==> config.mk <==
export PLATFORM = sky130hd
export DESIGN_NAME = nbcac_encoder_arbiter
export DESIGN_NICKNAME = d
export VERILOG_FILES = /design/src/rtl/nbcac_pkg.sv /design/src/rtl/nbcac_13di_encoder_core.sv /design/src/rtl/nbcac_rr_arbiter.sv /design/src/rtl/nbcac_encoder_arbiter.sv
export SDC_FILE = /design/constraint.sdc
export NUM_CORES = 1
export LEC_CHECK = 0
export BUFFER_PORTS_ARGS = -buffer_cell sky130_fd_sc_hd__buf_2
export CAP_MARGIN = 5
export CORE_AREA = 2 2 61 63
export CTS_BUF_LIST = sky130_fd_sc_hd__clkbuf_4 sky130_fd_sc_hd__clkbuf_8 sky130_fd_sc_hd__clkbuf_16
export DETAILED_ROUTE_END_ITERATION = 8
export DIE_AREA = 0 0 63 65
export GPL_TIMING_DRIVEN = 0
export PLACE_DENSITY = 0.87
export SYNTH_ARGS = -nofsm -noshare
export SYNTH_HDL_FRONTEND = slang
export SYNTH_SLANG_ARGS = --single-unit
==> constraint.sdc <==
create_clock -name clock -period 3.7 [get_ports clock]
set_input_delay 0.74 -clock clock [delete_from_list [all_inputs] [get_ports clock]]
set_output_delay 0.74 -clock clock [all_outputs]
set_load 0.01 [all_outputs]
==> src/rtl/nbcac_pkg.sv <==
// Shared constants and types for the NBCAC encoder arbiter slice.
package nbcac_pkg;

    localparam int NBCAC_DW = 13;
    localparam int NBCAC_CW = 18;

    typedef enum logic [0:0] {
        ARB_IDLE,
        ARB_LOCKED
    } arb_state_t;

endpackage

==> src/rtl/nbcac_13di_encoder_core.sv <==
// 13-bit to 18-bit group-shielded NBCAC encoder core (combinational).
// Data wires are laid out in groups of 3,2,2,2,2,2 bits, LSB first.
// A grounded shield wire sits between adjacent groups, at wires 3, 6, 9, 12 and 15.
// A data wire never switches next to a data wire of another group.
module nbcac_13di_encoder_core
    import nbcac_pkg::*;
(
    input  logic [NBCAC_DW-1:0] v,
    output logic [NBCAC_CW-1:0] d
);

    assign d = {v[12:11], 1'b0,
                v[10:9],  1'b0,
                v[8:7],   1'b0,
                v[6:5],   1'b0,
                v[4:3],   1'b0,
                v[2:0]};

endmodule

==> src/rtl/nbcac_rr_arbiter.sv <==
// Combinational round-robin arbiter.
// It picks the first set request at or above ptr, wrapping from NUM_CH-1 to 0.
module nbcac_rr_arbiter #(
    parameter int NUM_CH = 4,
    parameter int CH_W   = $clog2(NUM_CH)
) (
    input  logic [NUM_CH-1:0] req,
    input  logic [CH_W-1:0]   ptr,
    output logic [CH_W-1:0]   grant_idx,
    output logic              grant_valid
);

    localparam logic [CH_W:0] NUM_CH_V = (CH_W+1)'(NUM_CH);

    // Scan the requests starting at ptr; the first hit wins.
    always_comb begin
        logic [CH_W:0] idx;
        idx         = '0;
        grant_idx   = '0;
        grant_valid = 1'b0;
        for (int i = 0; i < NUM_CH; i++) begin
            idx = {1'b0, ptr} + (CH_W+1)'(i);
            if (idx >= NUM_CH_V) begin
                idx = idx - NUM_CH_V;
            end
            if (!grant_valid && req[idx[CH_W-1:0]]) begin
                grant_valid = 1'b1;
                grant_idx   = idx[CH_W-1:0];
            end
        end
    end

endmodule

==> src/rtl/nbcac_encoder_arbiter.sv <==
// Shares one NBCAC encoder core between NUM_CH requesters.
// Arbitration is round-robin, and a packet locks the grant until its last word.
// The single output register holds the last codeword while idle, so the bus does not toggle.
module nbcac_encoder_arbiter
    import nbcac_pkg::*;
#(
    parameter int NUM_CH = 4,
    parameter int CH_W   = $clog2(NUM_CH)
) (
    input  logic                       clock,
    input  logic                       rst,
    input  logic [NUM_CH-1:0]          req_valid,
    input  logic [NUM_CH*NBCAC_DW-1:0] req_data,
    input  logic [NUM_CH-1:0]          req_last,
    output logic [NUM_CH-1:0]          req_ready,
    output logic                       out_valid,
    input  logic                       out_ready,
    output logic [NBCAC_CW-1:0]        out_code,
    output logic [CH_W-1:0]            out_ch,
    output logic                       out_last
);

    arb_state_t          state_q;
    arb_state_t          state_d;
    logic [CH_W-1:0]     rr_ptr;
    logic [CH_W-1:0]     lock_ch;
    logic [CH_W-1:0]     arb_idx;
    logic                arb_valid;
    logic [CH_W-1:0]     grant_idx;
    logic                grant_valid;
    logic                load;
    logic                accept;
    logic [NBCAC_DW-1:0] sel_data;
    logic                sel_last;
    logic [NBCAC_CW-1:0] enc_code;
    logic [CH_W-1:0]     ptr_inc;

    nbcac_rr_arbiter #(
        .NUM_CH (NUM_CH),
        .CH_W   (CH_W)
    ) u_arb (
        .req         (req_valid),
        .ptr         (rr_ptr),
        .grant_idx   (arb_idx),
        .grant_valid (arb_valid)
    );

    nbcac_13di_encoder_core u_core (
        .v (sel_data),
        .d (enc_code)
    );

    // The output register can take a word when it is empty or draining this cycle.
    assign load = !out_valid || out_ready;

    // Nothing is handed out while reset is held, so requesters never see a ready they would lose.
    assign accept = load && grant_valid && !rst;

    assign ptr_inc = (grant_idx == CH_W'(NUM_CH - 1)) ? '0 : grant_idx + CH_W'(1);

    // Grant source: the round-robin search when idle, pinned to the locked channel otherwise.
    always_comb begin
        grant_idx   = arb_idx;
        grant_valid = arb_valid;
        if (state_q == ARB_LOCKED) begin
            grant_idx   = lock_ch;
            grant_valid = req_valid[lock_ch];
        end
    end

    // Steer the granted channel's word, its last flag and the one-hot ready strobe.
    always_comb begin
        sel_data  = '0;
        sel_last  = 1'b0;
        req_ready = '0;
        for (int i = 0; i < NUM_CH; i++) begin
            if (grant_idx == CH_W'(i)) begin
                sel_data     = req_data[i*NBCAC_DW +: NBCAC_DW];
                sel_last     = req_last[i];
                req_ready[i] = accept;
            end
        end
    end

    // Next arbiter state: an accepted word without last keeps or takes the lock.
    always_comb begin
        state_d = state_q;
        if (accept) begin
            state_d = sel_last ? ARB_IDLE : ARB_LOCKED;
        end
    end

    // Arbiter state register.
    always_ff @(posedge clock) begin
        if (rst) begin
            state_q <= ARB_IDLE;
        end else begin
            state_q <= state_d;
        end
    end

    // Output register, round-robin pointer and lock owner; data is held (not cleared) when idle.
    always_ff @(posedge clock) begin
        if (rst) begin
            out_valid <= 1'b0;
            out_code  <= '0;
            out_ch    <= '0;
            out_last  <= 1'b0;
            rr_ptr    <= '0;
            lock_ch   <= '0;
        end else if (accept) begin
            out_valid <= 1'b1;
            out_code  <= enc_code;
            out_ch    <= grant_idx;
            out_last  <= sel_last;
            if (sel_last) begin
                rr_ptr <= ptr_inc;
            end else begin
                lock_ch <= grant_idx;
            end
        end else if (out_ready && out_valid) begin
            out_valid <= 1'b0;
        end
    end

endmodule

==> impl_metrics.yaml <==
cells_and_area:
  fin_util_pct: 56.30
  nets: 348
  num_antenna_cells: 0
  areaGrowthSynthToFinish_pct: 36.55
  layout-drive-gt1-share_pct: 37.50
power_and_ir_drop:
  ir_drop_mv: 0.4977
  pwr-share-comb_pct: 64.9
  power_frac_seq_pct: 26.6
  leakagePower_nw: 0.9327
  p_clk_share_pct: 8.4
  powerDensity_nw_per_um2: 784.6
  p_int_mw: 0.8373
  power.switching_mw: 0.7069
  swShare_pct: 45.78
route:
  dr_wl_met3_um: 214
  top_layer: "met4"
  dr_wl_met2_um: 1970
  ant_nets: 0
  viasPerCell: 5.119
  drtPass1Iterations: 4
  drc_errors: 0
  met1_length_um: 1883
  wire_per_inst_um: 12.64
  drtIter0Drc: 77
  vias: 1679
  wirelength_um: 4145
sta:
  final-hold-violation-count: 0
  rsz0062_at_grt: "no"
  drv_slew: 0
  timing.slew.headroom_pct: 62.86
  worst_pin_slew_ns: 0.5571
  finalCritPeriodShare_pct: 92.12
  setup_violations: 0
  setup_tns_ns: 0
  period_minus_slack_ns: 3.409
  fmax_mhz: 293.4
  clock_skew_ns: 0.002187
setup_path:
  worstSetupStartpoint: "req_valid[0]"
  crit-reg2reg-launch: "rr_ptr[1]"
  path_class: "input pin to output pin"
  arrival_ns: 2.67
  end_kind: "output pin"
  cp-start-kind: "input pin"
  path_max_fanout: 10
  crit_required_ns: 2.96
floorplan:
  die_area_um2: 4095
  boundaryPins: 89
  fp-row-count: 22
  coreArea_um2: 3496
  fp.dieH_um: 65
  start_util_pct: 41.23
  fp.dieW_um: 63
synthesis:
  synth_cell_types: 33
  synth_top_family_by_area: "compound AO/OA/AOI/OAI gates"
  synth-adder-area-share_pct: 3.472
  synthXorXnorAreaFrac_pct: 0
  syn_area_um2: 1441
  synth_warnings: 0
  synthSimpleGateAreaFrac_pct: 24.74
  yosysSeqAreaShare_pct: 30.56
  syn_area_per_cell_um2: 7.626
  synth_compound_area_share_pct: 28.13
  synthMuxAreaShare_pct: 2.431
  synth_cells: 189
  ys_seq_elements: 22
clocking:
  path_clk_slew_ns: 0.12
  cts_root_buf: "clkbuf_4"
  numCtsBuffers: 3
  insertion_delay_ns: 0.30
  post_cts_buffers: 0
  cts_buffer_depth: 2
  cts_tree: "built"
  clock-sinks: 22
  postCtsHoldBufs: 0
  htreeDepth: 1
  cts_resized: 0
min_path:
  hp-start: "out_code[16]"
  worstHoldPathType: "flop to flop"
global_route:
  grt_pass1_vias: 1607
  grt_max_degree: 13
  antenna_found_initial: 0
  grt.total_usage_pct: 20.81
  grt_overflow: 0
  grt_first_pass_wirelength_um: 6989
placement:
  hpwlAfterDp_um: 3406
  io_buffers: 83
  gp_congestion: 0.7860
run:
  max_cap_violations: 0
outcome:
  status: "finished, final reports clean"
[per-layer routing]
| metal | vias to the layer above | global-route usage (%) |
|---|---|---|
| met5 | - | 0 |
| li1 | 848 | - |
| met4 | 0 | 5.833 |
| met1 | 755 | 27.87 |
| met2 | 64 | 34.71 |
| met3 | 12 | 3.125 |
[worst paths after layout]
check / to / slack [ns] / cells after the start
hold reg to reg: out_code[16] / 0.49 / 2
setup reg to reg: rr_ptr[1] / 0.97 / 10
setup / recovery: req_ready[1] / 0.29 / 11
hold / removal: out_code[16] / 0.49 / 2
[critical path, cell delays in order]
cell	delay, ns
buf_2	0.13
a21oi_1	0.14
o21ai_0	0.09
a221oi_1	0.51
inv_1	0.19
ha_1	0.23
buf_4	0.17
clkbuf_1	0.21
inv_1	0.09
nor2_1	0.05
buf_2	0.14
[cells in the final DEF, fill, tap and decap left out, types with 4 or more instances in the layout]
cell type | Yosys | final
a21oi_1 | 17 | 17
nand2_1 | 6 | 6
ha_1 | 4 | 4
conb_1 | 1 | 5
nor3_1 | 12 | 12
nand2b_1 | 6 | 6
nand3b_1 | 15 | 15
o21ai_1 | 4 | 4
a221oi_1 | 14 | 14
o21ai_0 | 15 | 15
clkbuf_1 | 7 | 7
dfxtp_1 | 22 | 22
buf_4 | 6 | 6
inv_1 | 10 | 10
buf_2 | 6 | 89
nor2_1 | 21 | 21
[cell type report]
class,count,area (um^2)
inverter,12,45.04
clock buffer,4,36.28
fill,354,1528
multi-input combinational,139,865.8
sequential,22,440.4
tap,48,60.06
timing repair buffer,83,415.4
buffer,20,105.1
[power groups by stage]
stage          Clock [mW]  Combinational [mW]  Sequential [mW]
3_5_place_dp            0               0.997            0.417
5_1_grt             0.142                1.15            0.422
2_1_floorplan           0               0.671            0.448
4_1_cts             0.128               0.999            0.411
3_3_place_gp            0               0.979            0.410
6_report            0.130                1.00            0.411
[cell families after synthesis]
logic type	Yosys count
other cells	1
fa+ha+maj	4
compound gates	61
flops	22
mux	3
simple gates	66
buf+inv	32
[registers in the layout (all words and copies together) (netlist names)]
signal and cells:
out_ch 2, rr_ptr 2, out_last 1, out_valid 1, state_q 1, out_code 13, lock_ch 2
[stage by stage]
step                total power, mW  cell area [um^2]  worst slack [ns]  hold WS, ns  std cells
floorplan                     1.119              1456            0.8737       0.4886        193
detailed placement            1.414              1932            0.3165       0.4732        324
global placement              1.390              1932            0.3513       0.4637        324
global route                  1.715              1968           0.08544       0.5103        328
finish                        1.544              1968            0.2914       0.4909        328
CTS                           1.538              1968            0.3096       0.4902        328
[synthesized netlist by cell type]
master / n / share of area, %
o21ai_0: 15 / 5.2
and2_1: 1 / 0.43
nor2_1: 21 / 5.5
o21a_1: 3 / 1.6
o21ai_1: 4 / 1.4
a21oi_1: 17 / 5.9
nand3b_1: 15 / 7.8
nand2_1: 6 / 1.6
nor2b_4: 1 / 0.95
nand4_1: 1 / 0.43
a32oi_2: 1 / 1.1
conb_1: 1 / 0.26
clkbuf_1: 7 / 1.8
a22oi_2: 1 / 0.87
mux2i_1: 2 / 1.4
inv_2: 2 / 0.52
buf_4: 6 / 3.1
or2_1: 1 / 0.43
mux2_4: 1 / 1.0
a211oi_1: 1 / 0.52
nor2b_1: 2 / 0.87
o2bb2ai_1: 1 / 0.61
buf_2: 6 / 2.1
a221o_1: 1 / 0.69
buf_1: 1 / 0.26
nor3_1: 12 / 4.2
a221oi_1: 14 / 8.5
a21o_1: 1 / 0.52
o2111ai_1: 2 / 1.2
dfxtp_1: 22 / 31
ha_1: 4 / 3.5
inv_1: 10 / 2.6
nand2b_1: 6 / 2.6
Power figures use the tool's default switching activity.
